===== src/rtl/alu_pkg.sv =====
// Shared control encodings for the 6502 datapath: ALU opcodes and flag bit positions.
package control_signals;

    typedef enum logic [3:0] {
        ALU_ADD          = 4'd0,
        ALU_SUB          = 4'd1,
        ALU_AND          = 4'd2,
        ALU_OR           = 4'd3,
        ALU_XOR          = 4'd4,
        ALU_SHIFT_LEFT   = 4'd5,
        ALU_SHIFT_RIGHT  = 4'd6,
        ALU_ROTATE_LEFT  = 4'd7,
        ALU_ROTATE_RIGHT = 4'd8,
        ALU_PASS_A       = 4'd9
    } alu_op_t;

    // Bit positions of the registered flag vector inside the ALU.
    localparam int FLAG_V = 0;
    localparam int FLAG_N = 1;
    localparam int FLAG_Z = 2;
    localparam int FLAG_C = 3;

endpackage


===== src/rtl/alu_bcd_adjust.sv =====
// Packed-BCD correction of a binary add/sub result; only built when ALU_DECIMAL_EN is defined.
`ifdef ALU_DECIMAL_EN
module alu_bcd_adjust (
    input  logic [7:0] sum_bin,
    input  logic       half_carry,
    input  logic       carry,
    input  logic       is_sub,
    output logic [7:0] adj_sum,
    output logic       adj_carry
);

    logic low_fix;
    logic high_fix;

    always_comb begin
        adj_sum   = sum_bin;
        adj_carry = carry;
        low_fix   = 1'b0;
        high_fix  = 1'b0;
        if (is_sub) begin
            // A missing nibble carry is a nibble borrow: pull that digit back by 6.
            low_fix  = ~half_carry;
            high_fix = ~carry;
            adj_sum  = sum_bin - {1'b0, high_fix, high_fix, 2'b00, low_fix, low_fix, 1'b0};
        end else begin
            // High check uses the uncorrected sum so a low-digit fix that rolls into the
            // high digit is still caught.
            low_fix   = half_carry || (sum_bin[3:0] > 4'd9);
            high_fix  = carry || (sum_bin > 8'h99);
            adj_sum   = sum_bin + {1'b0, high_fix, high_fix, 2'b00, low_fix, low_fix, 1'b0};
            adj_carry = high_fix;
        end
    end

endmodule
`endif


===== src/rtl/alu.sv =====
// 8-bit 6502 ALU with registered result and N/Z/C/V flags.
// Define ALU_DECIMAL_EN to add the decimal_in port and packed-BCD ADD/SUB.
module alu
    import control_signals::*;
(
    input  logic       clk,
    input  logic       rst,
    input  logic       carry_in,
    input  logic [7:0] input_a,
    input  logic [7:0] input_b,
    input  alu_op_t    operation,
`ifdef ALU_DECIMAL_EN
    input  logic       decimal_in,
`endif
    output logic [7:0] alu_out,
    output logic       carry_out,
    output logic       zero_out,
    output logic       negative_out,
    output logic       overflow_out
);

    logic       is_sub;
    logic [7:0] b_eff;
    logic [8:0] sum_bin;
    logic       v_bin;
    logic [7:0] arith_res;
    logic       arith_c;
    logic [7:0] res_nxt;
    logic       c_nxt;
    logic       v_nxt;
    logic [7:0] res_p1;
    logic [3:0] flags_p1;

    // Subtraction reuses the adder: A + ~B + C, where C acts as not-borrow.
    assign is_sub  = (operation == ALU_SUB);
    assign b_eff   = is_sub ? ~input_b : input_b;
    assign sum_bin = {1'b0, input_a} + {1'b0, b_eff} + {8'd0, carry_in};
    assign v_bin   = (input_a[7] == b_eff[7]) && (sum_bin[7] != input_a[7]);

`ifdef ALU_DECIMAL_EN
    logic       half_carry;
    logic [7:0] bcd_res;
    logic       bcd_c;

    assign half_carry = input_a[4] ^ b_eff[4] ^ sum_bin[4];

    alu_bcd_adjust u_bcd_adjust (
        .sum_bin    (sum_bin[7:0]),
        .half_carry (half_carry),
        .carry      (sum_bin[8]),
        .is_sub     (is_sub),
        .adj_sum    (bcd_res),
        .adj_carry  (bcd_c)
    );

    assign arith_res = decimal_in ? bcd_res : sum_bin[7:0];
    assign arith_c   = decimal_in ? bcd_c   : sum_bin[8];
`else
    assign arith_res = sum_bin[7:0];
    assign arith_c   = sum_bin[8];
`endif

    always_comb begin
        res_nxt = input_a;
        c_nxt   = carry_in;
        v_nxt   = 1'b0;
        case (operation)
            ALU_ADD, ALU_SUB: begin
                res_nxt = arith_res;
                c_nxt   = arith_c;
                v_nxt   = v_bin;
            end
            ALU_AND:          res_nxt = input_a & input_b;
            ALU_OR:           res_nxt = input_a | input_b;
            ALU_XOR:          res_nxt = input_a ^ input_b;
            ALU_SHIFT_LEFT: begin
                res_nxt = {input_a[6:0], 1'b0};
                c_nxt   = input_a[7];
            end
            ALU_SHIFT_RIGHT: begin
                res_nxt = {1'b0, input_a[7:1]};
                c_nxt   = input_a[0];
            end
            ALU_ROTATE_LEFT: begin
                res_nxt = {input_a[6:0], carry_in};
                c_nxt   = input_a[7];
            end
            ALU_ROTATE_RIGHT: begin
                res_nxt = {carry_in, input_a[7:1]};
                c_nxt   = input_a[0];
            end
            default:          res_nxt = input_a;
        endcase
    end

    // ---- stage p1: output register ----
    always_ff @(posedge clk or posedge rst) begin
        if (rst) begin
            res_p1   <= 8'd0;
            flags_p1 <= 4'd0;
        end else begin
            res_p1           <= res_nxt;
            flags_p1[FLAG_C] <= c_nxt;
            flags_p1[FLAG_Z] <= (res_nxt == 8'd0);
            flags_p1[FLAG_N] <= res_nxt[7];
            flags_p1[FLAG_V] <= v_nxt;
        end
    end

    assign alu_out      = res_p1;
    assign carry_out    = flags_p1[FLAG_C];
    assign zero_out     = flags_p1[FLAG_Z];
    assign negative_out = flags_p1[FLAG_N];
    assign overflow_out = flags_p1[FLAG_V];

endmodule


===== config.mk =====
export PLATFORM = sky130hd
export DESIGN_NAME = alu
export DESIGN_NICKNAME = d
export VERILOG_FILES = /design/src/rtl/alu_pkg.sv /design/src/rtl/alu_bcd_adjust.sv /design/src/rtl/alu.sv
export SDC_FILE = /design/constraint.sdc
export NUM_CORES = 1
export LEC_CHECK = 0
export BUFFER_PORTS_ARGS = -buffer_cell sky130_fd_sc_hd__buf_2
export CAP_MARGIN = 20
export CORE_MARGIN = 3
export CORE_UTILIZATION = 55
export CTS_BUF_LIST = sky130_fd_sc_hd__clkbuf_4 sky130_fd_sc_hd__clkbuf_8 sky130_fd_sc_hd__clkbuf_16
export CTS_CLUSTER_SIZE = 24
export DETAILED_ROUTE_END_ITERATION = 16
export PLACE_DENSITY = 0.9
export SLEW_MARGIN = 25
export SYNTH_ARGS = -nofsm -noshare
export SYNTH_HDL_FRONTEND = slang
export SYNTH_SLANG_ARGS = --single-unit

===== constraint.sdc =====
create_clock -name clk -period 1.55 [get_ports clk]
set_clock_uncertainty 0.15 [all_clocks]
set_input_delay 0.155 -clock clk [delete_from_list [all_inputs] [get_ports clk]]
set_output_delay 0.155 -clock clk [all_outputs]
set_load 0.005 [all_outputs]

==> results of run 1 <==
cells by family after synthesis:
logic type | share of synthesized area
multiplexers | 0.00705
XOR/XNOR | 0.0713
AND/OR/NAND/NOR | 0.167
adder cells (fa/ha/maj) | 0.205
AO/OA/AOI/OAI | 0.288
buffers and inverters | 0.0893
flip-flops | 0.172
through the flow:
stage	setup TNS (ps)	setup slack, ps
after floorplan	-10180	-1460
after detailed placement	-12320	-1520
after CTS	-8990	-1240
after global placement	-10910	-1390
what timing repair did:
action / in CTS
endpoints found under the hold margin: 11
endpoints found under the setup margin: 11
hold buffers: 1
gates resized for setup: 32
pin swaps: 25
buffers inserted: 12
==> results.yml, run 1 <==
logic_synthesis:
  synth_area_leaders: "ha_1 (18%), dfrtp_1 (17%), xnor2_1 (6.0%), inv_1 (4.7%), o21ai_0 (4.7%)"
  synthArstFlopShare: 1.00
  yosys-top-cells-count: "ha_1 (23), inv_1 (20), o21ai_0 (15), a21oi_1 (13), nor2_1 (12)"
  yosys.area.top_type: "ha_1"
  ys_seq_area_frac: 0.172
  synth_most_common_cell: "ha_1"
  synthCells: 199
  yosys_most_used_dff: "dfrtp_1"
  ys_types: 47
  avgSynthCellArea_um2: 8.03
  ys_seq_elements: 11
  yosys_warnings: 0
  netlist_area_mm2: 0.00160
  synth_top_area_frac: 0.180
  synth_edf_count: 0
  synth_fp_nets: 247
run_status:
  stop_error: "[ERROR DPL-0038] Utilization greater than 100%, impossible to legalize"
  stop_stage: "global routing (5_1_grt)"
  status: "did not finish"
clocking:
  clock_tree.root_cell: "clkbuf_4"
  clk_path_buf_depth: 2
  h-tree-depth: 1
  clock-sinks: 11
  cts_inserted_buffers: 3
floorplanning:
  top_level_ports: 35
  floorplan.die.height_um: 59.9
  chipWidth_um: 59.9
  num_rows: 18
  start_util: 0.612
sta:
  endpoint_type: "sequential cell input"
  worst_endpoint: "flags_p1[2]$_DFF_PP0_/D"
place:
  postPlaceCellArea_mm2: 0.00226
  io_buffers: 34
  gp_congestion: 0.942
  post-place-cells: 317
  hpwl_um: 4610
grt:
  grt_max_degree: 26
==> run 2: changes to the inputs <==
Settings changed: CORE_UTILIZATION 55 to 40, CTS_BUF_LIST sky130_fd_sc_hd__clkbuf_4 sky130_fd_sc_hd__clkbuf_8 sky130_fd_sc_hd__clkbuf_16 to not set, CTS_CLUSTER_SIZE 24 to not set, PLACE_DENSITY 0.9 to not set, PLACE_DENSITY_LB_ADDON set to 0.15.
==> run 2 against run 1 <==
The flow now finishes, with violations (setup timing). Synthesized area stayed put. Synthesized cell count is the same.
==> results.yml, run 2 <==
run_status:
  status: "finished, violations left"
  violations: "setup timing"
cells_and_area:
  layout-drive-gt1-share: 0.463
  fin_util: 0.681
  finalNetCount: 347
  areaGrowthSynthToFinish_pct: 59.6
  largest_reg_flops: 7
  final_common_cell: "buf_4"
  final_area_mm2: 0.00255
  most-common-layout-cells: "buf_4 (65), buf_2 (32), ha_1 (21), inv_1 (20), o21ai_0 (14)"
  n_antenna_cell: 0
  final_cells: 346
sta:
  period_needed_ps: 2730
  rsz0062_at_grt: "yes"
  fmax_mhz: 367
  period_share: 1.76
  fin_tns_setup_ps: -8940
  setup_viol: 11
  report.final.slew_viol_count: 0
  hold_viol: 0
  layout_setup_ws_ps: -1180
  relSlewSlack: 0.649
  max_slew.worst_pin.slew_ps: 522
  hold_slack_ps: 221
worst_setup_path:
  crit_path_top_delay_cell: "or3_1"
  critPathMaxStageDelay_ps: 390
  worst-setup-path-type: "in2reg"
  start_kind: "input pin"
  crit_start: "operation[1]"
  critPathMaxFanout: 3
  required_ps: 1550
  setup.worst_path.end_class: "register"
  path_cells: "buf_8 > nor2_4 > nand2_2 > nor2_4 > xnor2_2 > fa_2 > fa_2 > xor2_1 > o32ai_1 > o31a_1 > or3_1 > a211oi_2 > nor4b_2"
  arrival_ps: 2720
logic_synthesis:
  yosys_warnings: 0
  yosys.area.top_type: "ha_1"
  netlist_area_mm2: 0.00160
  synth.area.mux_share: 0.00705
  avgSynthCellArea_um2: 8.03
  synth_most_common_cell: "ha_1"
  synth_fp_nets: 247
  synthXorXnorAreaFrac: 0.0713
  synthAdderAreaFrac: 0.205
  yosys_most_used_dff: "dfrtp_1"
  ys_types: 47
  synth_area_leaders: "ha_1 (18%), dfrtp_1 (17%), xnor2_1 (6.0%), inv_1 (4.7%), o21ai_0 (4.7%)"
  synth_edf_count: 0
  yosys-top-cells-count: "ha_1 (23), inv_1 (20), o21ai_0 (15), a21oi_1 (13), nor2_1 (12)"
  ys_seq_area_frac: 0.172
  synth_compound_gate_area_share: 0.288
  ys_seq_elements: 11
  synthArstFlopShare: 1.00
  yosys.area_share.simple: 0.167
  synth_top_area_frac: 0.180
  synthCells: 199
  synth_top_family_by_area: "compound AO/OA/AOI/OAI gates"
grt:
  grt_max_degree: 26
  antenna_found_initial: 0
  grt_pass1_vias: 1896
  grt_remaining_overflow: 0
  grt_pass1_wl_um: 8450
  grt_usage: 0.216
clocking:
  cts.clk_slew.worst_paths_ps: 50
  cts_inserted_buffers: 3
  h-tree-depth: 1
  clock_tree.root_cell: "clkbuf_8"
  clock-sinks: 11
  cts_tree: "yes"
  clk_path_buf_depth: 2
min_path:
  holdPathStages: 5
  hold_path_class: "in2reg"
  hold-path-endpoint: "flags_p1[0]"
  hp-start: "operation[1]"
drt:
  dr.pass1.iters: 4
  wl_um: 5170
  drtIter0Drc: 68
  viasPerCell: 5.52
  drc: 0
  antenna_left: 0
  vias: 1909
  wl_per_cell_um: 14.9
place:
  hpwl_um: 3890
  postPlaceCellArea_mm2: 0.00228
  io_buffers: 34
  post-place-cells: 335
  gp_congestion: 0.936
floorplanning:
  num_rows: 22
  chipWidth_um: 69.2
  top_level_ports: 35
  die_area_mm2: 0.00479
  start_util: 0.427
  core-area_mm2: 0.00374
  floorplan.die.height_um: 69.2
pwr:
  netSwitchingFraction: 0.349
  p_int_mw: 0.908
  seqPwrFrac: 0.232
  pwr-share-clk: 0.204
  leakagePower_nw: 1.25
  p_per_area_mw_per_mm2: 548
  combPwrFrac: 0.563
  p_sw_mw: 0.488
  ir_worst_vdd_uv: 224
flow_run:
  drv_cap: 0
## run 2: cell counts after synthesis
Identical to the previous run, type by type.
## run 2: power groups by stage
stage               Sequential (mW)  Combinational, mW  Clock (mW)
floorplan                     0.335              0.355           0
global placement              0.328              0.653           0
detailed placement            0.330              0.664           0
CTS                           0.325              0.720       0.295
finish                        0.324              0.787       0.285
global route                  0.328              0.860       0.315
## run 2: kinds of logic (layout without fill, tap and decap cells)
logic type	count (synthesis)	count (layout)
fa+ha+maj	25	25
flops	11	11
compound gates	68	68
mux	1	1
xor+xnor	13	13
buf+inv	30	129
simple gates	51	51
## run 2: through the flow
stage | power, mW | setup slack [ps]
2_1_floorplan | 0.690 | -1460
5_1_grt | 1.50 | -1310
3_3_place_gp | 0.981 | -1410
6_report | 1.40 | -1180
3_5_place_dp | 0.994 | -1490
4_1_cts | 1.34 | -1180
## run 2: how the worst max path moves through the flow
stage	depth (start not counted)	end
floorplan	14	flags_p1[2]
global placement	14	flags_p1[2]
detailed placement	14	flags_p1[2]
CTS	14	flags_p1[2]
global route	14	flags_p1[2]
finish	13	flags_p1[2]
## run 2: timing repair
item                       4_1_cts  5_1_grt
resized for setup               17       14
setup buffers                    2        6
pin swaps                       20       11
hold endpoints to repair        11        0
setup endpoints to repair       11       11
hold buffers                     1        0
## run 2: layout make-up
| type | count | area [µm²] |
|---|---|---|
| clock buffers | 4 | 45.0 |
| well taps | 48 | 60.1 |
| inverters | 21 | 78.8 |
| multi-input cells | 158 | 1360 |
| fillers | 339 | 1190 |
| flip-flops and latches | 11 | 275 |
| repair buffers | 104 | 729 |
## run 2: worst max-delay path: cells and delay by family
kind,cells,cell delay [ps]
adders and majority gates,2,740
buffers and inverters,1,100
AOI/OAI and AO/OA,3,530
and+or+nand+nor,5,910
xor gates and xnor gates,2,290
## run 2: layer usage
| metal | vias to the layer above | part of all wire | global-route usage |
|---|---|---|---|
| li1 | 918 | - | - |
| met4 | 0 | 0.030 | 0.104 |
| met1 | 886 | 0.40 | 0.275 |
| met3 | 17 | 0.077 | 0.0275 |
| met2 | 88 | 0.49 | 0.359 |
| met5 | - | 0 | 0 |
(Power assumes the default switching activity.)
